===== src/rtl/decimate_by_three.sv =====
// Decimate-by-3 FIR: 7-tap symmetric low-pass filter, one output per three accepted samples.
// Output register with valid/ready handshake; in_ready is combinational from the output state.
module decimate_by_three (
    input  logic        clock,
    input  logic        reset_n,
    input  logic        clear,
    input  logic [31:0] in_data,
    input  logic        in_valid,
    output logic        in_ready,
    output logic [31:0] out_data,
    output logic        out_valid,
    input  logic        out_ready
);

    typedef enum logic [1:0] {
        PH0 = 2'd0,
        PH1 = 2'd1,
        PH2 = 2'd2
    } phase_t;

    phase_t             phase_q;
    phase_t             phase_d;
    logic signed [31:0] x_q [0:6];
    logic signed [31:0] x_d [0:6];
    logic signed [31:0] hist_new_s [0:6];
    logic signed [39:0] tap_s [0:6];
    logic signed [39:0] acc_s;
    logic signed [39:0] rnd_s;
    logic               out_valid_q;
    logic               out_valid_d;
    logic [31:0]        out_data_q;
    logic [31:0]        out_data_d;
    logic               accept_s;

    function automatic logic [31:0] sat32(input logic signed [39:0] v);
        logic [31:0] res;
        if (v > 40'sh007FFFFFFF) begin
            res = 32'h7FFFFFFF;
        end else if (v < 40'shFF80000000) begin
            res = 32'h80000000;
        end else begin
            res = v[31:0];
        end
        return res;
    endfunction

    assign in_ready  = !out_valid_q || out_ready;
    assign accept_s  = in_valid && in_ready && !clear;
    assign out_valid = out_valid_q;
    assign out_data  = out_data_q;

    // Shifted history including the incoming sample, sign-extended for the accumulator.
    always_comb begin
        hist_new_s[0] = $signed(in_data);
        tap_s[0]      = $signed({{8{in_data[31]}}, in_data});
        for (int i = 1; i < 7; i++) begin
            hist_new_s[i] = x_q[i-1];
            tap_s[i]      = $signed({{8{x_q[i-1][31]}}, x_q[i-1]});
        end
    end

    // Filter with round-half-up; worst case |acc| < 2^38 so 40 bits cannot overflow.
    always_comb begin
        acc_s = (40'sd2  * tap_s[0]) - (40'sd6  * tap_s[1]) + (40'sd20 * tap_s[2])
              + (40'sd32 * tap_s[3]) + (40'sd20 * tap_s[4]) - (40'sd6  * tap_s[5])
              + (40'sd2  * tap_s[6]);
        rnd_s = (acc_s + 40'sd32) >>> 3'd6;
    end

    // Next-state logic: clear dominates, then accept/phase advance and output handshake.
    always_comb begin
        x_d         = x_q;
        phase_d     = phase_q;
        out_valid_d = out_valid_q;
        out_data_d  = out_data_q;
        if (clear) begin
            for (int i = 0; i < 7; i++) begin
                x_d[i] = 32'sd0;
            end
            phase_d     = PH0;
            out_valid_d = 1'b0;
        end else begin
            if (accept_s) begin
                x_d = hist_new_s;
                case (phase_q)
                    PH0:     phase_d = PH1;
                    PH1:     phase_d = PH2;
                    PH2:     phase_d = PH0;
                    default: phase_d = PH0;
                endcase
            end else begin
                phase_d = phase_q;
            end
            if (accept_s && (phase_q == PH2)) begin
                out_valid_d = 1'b1;
                out_data_d  = sat32(rnd_s);
            end else if (out_ready) begin
                out_valid_d = 1'b0;
            end else begin
                out_valid_d = out_valid_q;
            end
        end
    end

    // State registers.
    always_ff @(posedge clock or negedge reset_n) begin
        if (!reset_n) begin
            for (int i = 0; i < 7; i++) begin
                x_q[i] <= 32'sd0;
            end
            phase_q     <= PH0;
            out_valid_q <= 1'b0;
            out_data_q  <= 32'h0;
        end else begin
            x_q         <= x_d;
            phase_q     <= phase_d;
            out_valid_q <= out_valid_d;
            out_data_q  <= out_data_d;
        end
    end

endmodule


===== config.mk =====
export PLATFORM = sky130hd
export DESIGN_NAME = decimate_by_three
export DESIGN_NICKNAME = d
export VERILOG_FILES = /design/src/rtl/decimate_by_three.sv
export SDC_FILE = /design/constraint.sdc
export NUM_CORES = 1
export LEC_CHECK = 0
export BUFFER_PORTS_ARGS = -buffer_cell sky130_fd_sc_hd__buf_2
export CAP_MARGIN = 40
export CELL_PAD_IN_SITES_DETAIL_PLACEMENT = 1
export CELL_PAD_IN_SITES_GLOBAL_PLACEMENT = 1
export CORE_MARGIN = 2
export CORE_UTILIZATION = 42
export CTS_BUF_LIST = sky130_fd_sc_hd__clkbuf_4 sky130_fd_sc_hd__clkbuf_8
export CTS_CLUSTER_DIAMETER = 30
export DETAILED_ROUTE_END_ITERATION = 12
export GPL_ROUTABILITY_DRIVEN = 0
export HOLD_SLACK_MARGIN = 0.02
export PLACE_DENSITY = 0.72
export SLEW_MARGIN = 10
export SYNTH_ARGS = -nofsm -noshare
export SYNTH_HDL_FRONTEND = slang
export SYNTH_SLANG_ARGS = --single-unit

===== constraint.sdc =====
create_clock -name clock -period 15.4 [get_ports clock]
set_input_delay 0.77 -clock clock [delete_from_list [all_inputs] [get_ports clock]]
set_output_delay 0.77 -clock clock [all_outputs]
set_load 0.03 [all_outputs]

==> metrics, run 1 <==
status=completed; Avg Cell Area, Syn=10.2 um^2; Max H-tree Level=3; GRT Util Overall=0.239; top cell type's share of synthesized area=0.258; Fin Hold WS=~210 ps; worst r2r src=hist_new_s[161]; final core occ=0.482; filler cell count=5714; Tcrit/Tclk final=0.588; Syn Inst Count=2164; crit-path most repeated cell=fa_1; Post-synth EDFFs=0; hold buffers post-CTS=0; Static Leak=13.3 nW; Core ar.=51600 um^2; wire length on met2=between 20 and 30 mm; clock sinks=227; Compound-Gate Fraction of Synth Area=0.205; multi-input logic area=around 15000 um^2; initial core utilization=0.427; die outline width=between 200 and 250 um; worst path required time=between 15000 and 20000 ps; io pins=71; postcts setup bufs=0; Root Buffer=clkbuf_8; Critical Path Fanout Max=23; Fmax=110 MHz; mux cell area share after synthesis=0; via count=17000; Detail Placement HPWL=49.2 mm; Top Layer Used=met4; mapped cell area=approximately 22000 um^2; Synth area leader=dfrtp_1; yosys warns=0; Fin Clk Skew=42.2 ps; final setup fails=0; total wire length=62.6 mm; flops & latches, synth=around 230; vias in the first global route=18600; adder-cell share of the synthesized area=0.343; CTS Buffer Depth=3; Slew Limit Fails=0; CTS tree=built; Reg area=5680 um^2; area grow syn2layout=12.9%; most frequent cells in the layout=ha_1 (319), inv_1 (292), dfrtp_1 (227); peak supply drop=0.0663 mV; Slowest-stage cell, CP=fa_1; unrepaired setup endpoints after global routing=false; Largest stage delay, worst path=570 ps; Seq/Total Area, Yosys=0.258; Post-Syn Nets=2699; Tot Pwr=3.10 mW; largest family of logic cells by synthesized area=adder cells; DR iter-0 viols=847; Async S/R FF share, synth=1.00; crit path from=hist_new_s[161]; drt pass-1 iters=5; Finished Layout Cells=3005; DRC=0; worst slew pin tran=949 ps; gr ovfl total=0; Hold Violations, Final=0; Clk pin slew, worst setup/hold paths=50 ps; die area=around 54000 um^2; IO buf count=70; Die H=233 um; initial antenna violation count=2; Rows=83; largest net degree at the start of global routing=around 120; vias per cell=5.65; cts bufs inserted=72; worst skew pair latency=about 660 ps; Tightest Hold Check Type=in -> async; XOR/XNOR Fraction of Synth Area=0.0556; layout cells sized above 1=0.104; setup TNS=0 ps; fin crit period=between 9000 and 10000 ps; simple-gate share of the synthesized area=0.0771; Max-Cap Viols=0; Setup CP Type=reg -> reg; first-pass GRT wire length=between 100 and 150 mm; wire per inst=20.8 um; CP Capture Type=flip-flop; routed length on met1=28.9 mm; placed insts=roughly 2900; post-route ant nets=0; PwrDens=125 nW/um^2; Final Net Count=2800; largest cells by area after synthesis=dfrtp_1 (26%), ha_1 (18%), fa_1 (16%), a22o_1 (7.7%), inv_1 (5.0%); count of different cell masters after synthesis=75; Worst EP arrival=~9600 ps; Most used DFF post-synth=dfrtp_1; met3 routed WL=2.62 mm; Relative slew margins=0.367; post_cts resized=0; kind of start point of the critical path=flip-flop; commonest non-fill, non-tap cell in the layout=ha_1
-- path summary, 6_finish.rpt --
kind	end	slack, ps	cells after the start
max	out_data[3]	6340	28
min	hist_new_s[164]	210	1
max reg2reg	out_data[3]	6340	28
min reg2reg	out_data[27]	500	2
max in group asynchronous	hist_new_s[147]	13100	3
min in group clock	hist_new_s[165]	370	2
-- per-layer routing --
metal	vias up	track usage
met5	-	0
met4	0	0.0774
met3	103	0.0410
met2	312	0.392
met1	8665	0.321
li1	7899	-
-- power by group --
part / switching, mW / internal (mW)
Sequential: 0.0472 / 0.649
Combinational: 0.833 / 0.522
Clock: 0.371 / 0.677
Total: 1.25 / 1.85
-- area by class of cell --
type / instances / area share
clock inverter: 37 / 0.0170
antenna: 2 / 0.000201
multi-input combinational: 1589 / 0.604
inverter: 292 / 0.0440
timing repair buffer: 83 / 0.0212
sequential: 227 / 0.228
tap: 680 / 0.0342
clock buffer: 95 / 0.0513
-- state kept, by name (all words and copies together) (netlist names) --
| register | flops |
|---|---|
| hist_new_s | 192 |
| out_data | 32 |
| out_valid | 1 |
| phase_q | 2 |
-- cells in the mapped netlist, types with 6 or more instances --
master,instances
inv_1,292
a21oi_1,108
a211o_1,10
xnor2_1,83
and2_1,11
a211oi_1,14
clkbuf_1,42
ha_1,319
nand2b_1,19
or3_1,13
o31ai_1,8
nand2_1,95
o211ai_1,12
or2_2,10
nor3_1,21
fa_1,179
and3_1,16
xor2_1,57
nor2b_1,14
a31oi_1,9
a22o_1,194
buf_6,7
a21o_1,54
o21bai_1,15
o21ai_0,63
nor2_1,87
o21a_1,27
nand4_1,10
o31a_1,8
nand3_1,23
buf_1,6
dfrtp_1,227
a22oi_1,30
-- through the flow --
step	setup WS [ps]	instance area (um^2)
floorplan	7610	22100
global placement	6370	23100
detailed placement	6440	23200
CTS	6360	24900
global route	5850	24900
finish	6340	24900
-- cells by family (layout without fill, tap and decap cells) --
family                     Yosys count  in the layout
adders and majority gates          498            498
other                                0              2
buffers and inverters              348            507
DFF                                227            227
and+or+nand+nor                    341            341
xor gates and xnor gates           140            140
AOI/OAI and AO/OA                  610            610
-- critical path, delay by kind of cell, from the launching register on --
family                   cells  cell delay (ps)
XOR/XNOR                     1              240
AND/OR/NAND/NOR              5             1120
flip-flops                   1              410
buffers and inverters        3              340
adder cells (fa/ha/maj)      8             3560
AO/OA/AOI/OAI               11             3280
Power figures use the tool's default switching activity.
==> inputs of run 2 (changes only) <==
--- a/config.mk
+++ b/config.mk
@@ -5,6 +5,7 @@
 export SDC_FILE = /design/constraint.sdc
 export NUM_CORES = 1
 export LEC_CHECK = 0
+export ABC_AREA = 1
 export BUFFER_PORTS_ARGS = -buffer_cell sky130_fd_sc_hd__buf_2
 export CAP_MARGIN = 40
 export CELL_PAD_IN_SITES_DETAIL_PLACEMENT = 1
@@ -16,7 +17,7 @@
 export DETAILED_ROUTE_END_ITERATION = 12
 export GPL_ROUTABILITY_DRIVEN = 0
 export HOLD_SLACK_MARGIN = 0.02
-export PLACE_DENSITY = 0.72
+export PLACE_DENSITY = 0.75
 export SLEW_MARGIN = 10
 export SYNTH_ARGS = -nofsm -noshare
 export SYNTH_HDL_FRONTEND = slang
==> constraint.sdc (replaced) <==
create_clock -name clock -period 9.25 [get_ports clock]
set_input_delay 0.4625 -clock clock [delete_from_list [all_inputs] [get_ports clock]]
set_output_delay 0.4625 -clock clock [all_outputs]
set_load 0.03 [all_outputs]
==> run 2 against run 1 <==
Flip-flop and latch count is the same; largest power group unchanged; critical endpoint is now out_data[0]; die area grew 9.3%; sequential power grew 62%; worst setup slack lost 4800 ps; first-iteration DRC count grew 61%; synthesized cell count grew 39%.
==> metrics, run 2 <==
Finished Layout Cells=3900 (was 3005); Max-Cap Viols=0 (unchanged); cts bufs inserted=60 (was 72); Largest register FFs=192 (unchanged); sw frac=0.467 (was 0.404); CTS tree=built (unchanged); Critical Path Fanout Max=31 (was 23); worst skew pair latency=670 ps (was 660 ps); gr ovfl total=0 (unchanged); post_cts resized=0 (unchanged); Worst EP arrival=8260 ps (was 9620 ps); PwrDens=213 nW/um^2 (was 125 nW/um^2); vias in the first global route=23400 (was 18600); Seq pwr share=0.199 (was 0.225); vias per cell=5.49 (was 5.65); layout cells sized above 1=0.0837 (was 0.104); Tightest Hold Check Type=in -> reg (was in -> async); die outline width=244 um (was 233 um); Async S/R FF share, synth=1.00 (unchanged); commonest non-fill, non-tap cell in the layout=inv_1 (was ha_1); Clk pin slew, worst setup/hold paths=60 ps (was 50 ps); Fin Clk Skew=28.0 ps (was 42.2 ps); Reg area=5680 um^2 (unchanged); Synth area leader=dfrtp_1 (unchanged); status=completed (unchanged); Seq/Total Area, Yosys=0.235 (was 0.258); wire per inst=21.0 um (was 20.8 um); Place WS=1610 ps (was 6440 ps); placed instance area=25400 um^2 (was 23200 um^2); Hold Violations, Final=0 (unchanged); Fmax=129 MHz (was 110 MHz); flops & latches, synth=227 (unchanged); post-route ant nets=0 (unchanged); yosys warns=0 (unchanged); Die H=244 um (was 233 um); DR iter-0 viols=1366 (was 847); unrepaired setup endpoints after global routing=false (unchanged); Comb power frac=0.534 (was 0.437); setup TNS=0 ps (unchanged); Setup CP Type=reg -> reg (unchanged); Relative slew margins=0.430 (was 0.367); mapped cell area=24200 um^2 (was 22100 um^2); Avg Cell Area, Syn=8.05 um^2 (was 10.2 um^2); die area=59400 um^2 (was 54400 um^2); Syn Inst Count=2999 (was 2164); placed insts=3786 (was 2871); Root Buffer=clkbuf_8 (unchanged); design area=26800 um^2 (was 24900 um^2); area grow syn2layout=11.0% (was 12.9%); drt pass-1 iters=5 (unchanged); Static Leak=14.0 nW (was 13.3 nW); Post-Syn Nets=3534 (was 2699); count of different cell masters after synthesis=47 (was 75); filler cell count=6978 (was 5714); Most used DFF post-synth=dfrtp_1 (unchanged); Tot Pwr=5.70 mW (was 3.10 mW); DRC=0 (unchanged); initial antenna violation count=1 (was 2); Slew Limit Fails=0 (unchanged); initial core utilization=0.427 (about the same); Post-synth EDFFs=0 (unchanged); clock power share=0.267 (was 0.338); final core occ=0.474 (was 0.482); most frequent cells in the layout=inv_1 (621), nand2_1 (512), ha_1 (319) (was ha_1 (319), inv_1 (292), dfrtp_1 (227)); top cell type's share of synthesized area=0.235 (was 0.258); Final Net Count=3628 (was 2800); IO buf count=70 (unchanged); synth cell count leaders=inv_1 (621), nand2_1 (513), ha_1 (319) (was ha_1 (319), inv_1 (292), dfrtp_1 (227)); via count=21400 (was 17000); clock sinks=227 (unchanged); largest net degree at the start of global routing=88 (was 118); Tcrit/Tclk final=0.837 (was 0.588); worst slew pin tran=855 ps (was 949 ps); CTS Buffer Depth=3 (unchanged); fin crit period=7740 ps (was 9060 ps); Rows=87 (was 83); final setup fails=0 (unchanged); io pins=71 (unchanged); most common cell in the netlist=inv_1 (was ha_1); Internal=3.04 mW (was 1.85 mW); Net Switching=2.66 mW (was 1.25 mW); multi-input logic area=15900 um^2 (was 15000 um^2); CP Capture Type=flip-flop (unchanged); worst path required time=9780 ps (was 15960 ps); Core ar.=56600 um^2 (was 51600 um^2); Detail Placement HPWL=68.5 mm (was 49.2 mm); Fin Hold WS=60.7 ps (was 208 ps); kind of start point of the critical path=flip-flop (unchanged); GRT Util Overall=0.277 (was 0.239); Slowest-stage cell, CP=fa_1 (unchanged); Max H-tree Level=2 (was 3); largest cells by area after synthesis=dfrtp_1 (24%), ha_1 (17%), fa_1 (15%), inv_1 (9.7%), nand2_1 (8.0%) (was dfrtp_1 (26%), ha_1 (18%), fa_1 (16%), a22o_1 (7.7%), inv_1 (5.0%)); Largest stage delay, worst path=590 ps (was 570 ps); peak supply drop=0.140 mV (was 0.0663 mV); Setup WS post-layout=1510 ps (was 6340 ps); total wire length=81.8 mm (was 62.6 mm); first-pass GRT wire length=128 mm (was 102 mm)
-- run 2: final cells by class --
cell class              instances  share of cell area
clock buffers                  83              0.0398
flip-flops and latches        227               0.212
multi-input cells            2093               0.592
inverters                     629              0.0881
clock inverters                29              0.0135
repair buffers                 82              0.0189
well taps                     756              0.0353
diodes                          1           0.0000933
-- run 2: final timing paths --
kind,startpoint,endpoint,slack (ps),cells after the start
min in group asynchronous,reset_n,hist_new_s[161],390,2
setup reg to reg,hist_new_s[34],out_data[0],1510,29
hold reg to reg,phase_q[1],phase_q[0],490,1
setup / recovery,hist_new_s[34],out_data[0],1510,29
hold / removal,in_data[30],hist_new_s[190],60,3
max in group asynchronous,reset_n,hist_new_s[95],6770,5
-- run 2: power by group through the flow --
stage / sequential (mW) / combinational, mW / clock (mW)
after floorplan: 1.29 / 2.06 / 0
after global placement: 1.15 / 2.97 / 0
after detailed placement: 1.15 / 3.05 / 0
after CTS: 1.14 / 3.07 / 1.55
after global routing: 1.15 / 3.42 / 1.60
final: 1.13 / 3.05 / 1.52
-- run 2: cell families (layout without fill, tap and decap cells) --
| kind of cell | Yosys count | count (layout) | synth area share |
|---|---|---|---|
| buffers and inverters | 679 | 823 | 0.107 |
| XOR/XNOR | 142 | 142 | 0.0515 |
| AND/OR/NAND/NOR | 869 | 869 | 0.149 |
| other | 0 | 1 | 0 |
| adder cells (fa/ha/maj) | 498 | 498 | 0.314 |
| AO/OA/AOI/OAI | 584 | 584 | 0.143 |
| flip-flops | 227 | 227 | 0.235 |
-- run 2: repair_timing --
action	CTS	global route
setup buffers	0	0
hold endpoints to repair	86	0
hold buffers	1	0
-- run 2: per-layer routing --
layer	wire, um	vias to the layer above	GRT usage
met2	37700	636	0.458
met5	0	-	0
met4	3540	0	0.119
met3	4070	190	0.0303
met1	36500	10600	0.368
li1	-	9934	-
-- run 2: worst max-delay path, delay by kind of cell (launching register included) --
family	cells	cell delay, ps
AOI/OAI and AO/OA	5	1190
xor gates and xnor gates	1	180
adders and majority gates	8	3490
buffers and inverters	4	290
DFF	1	410
and+or+nand+nor	11	2020
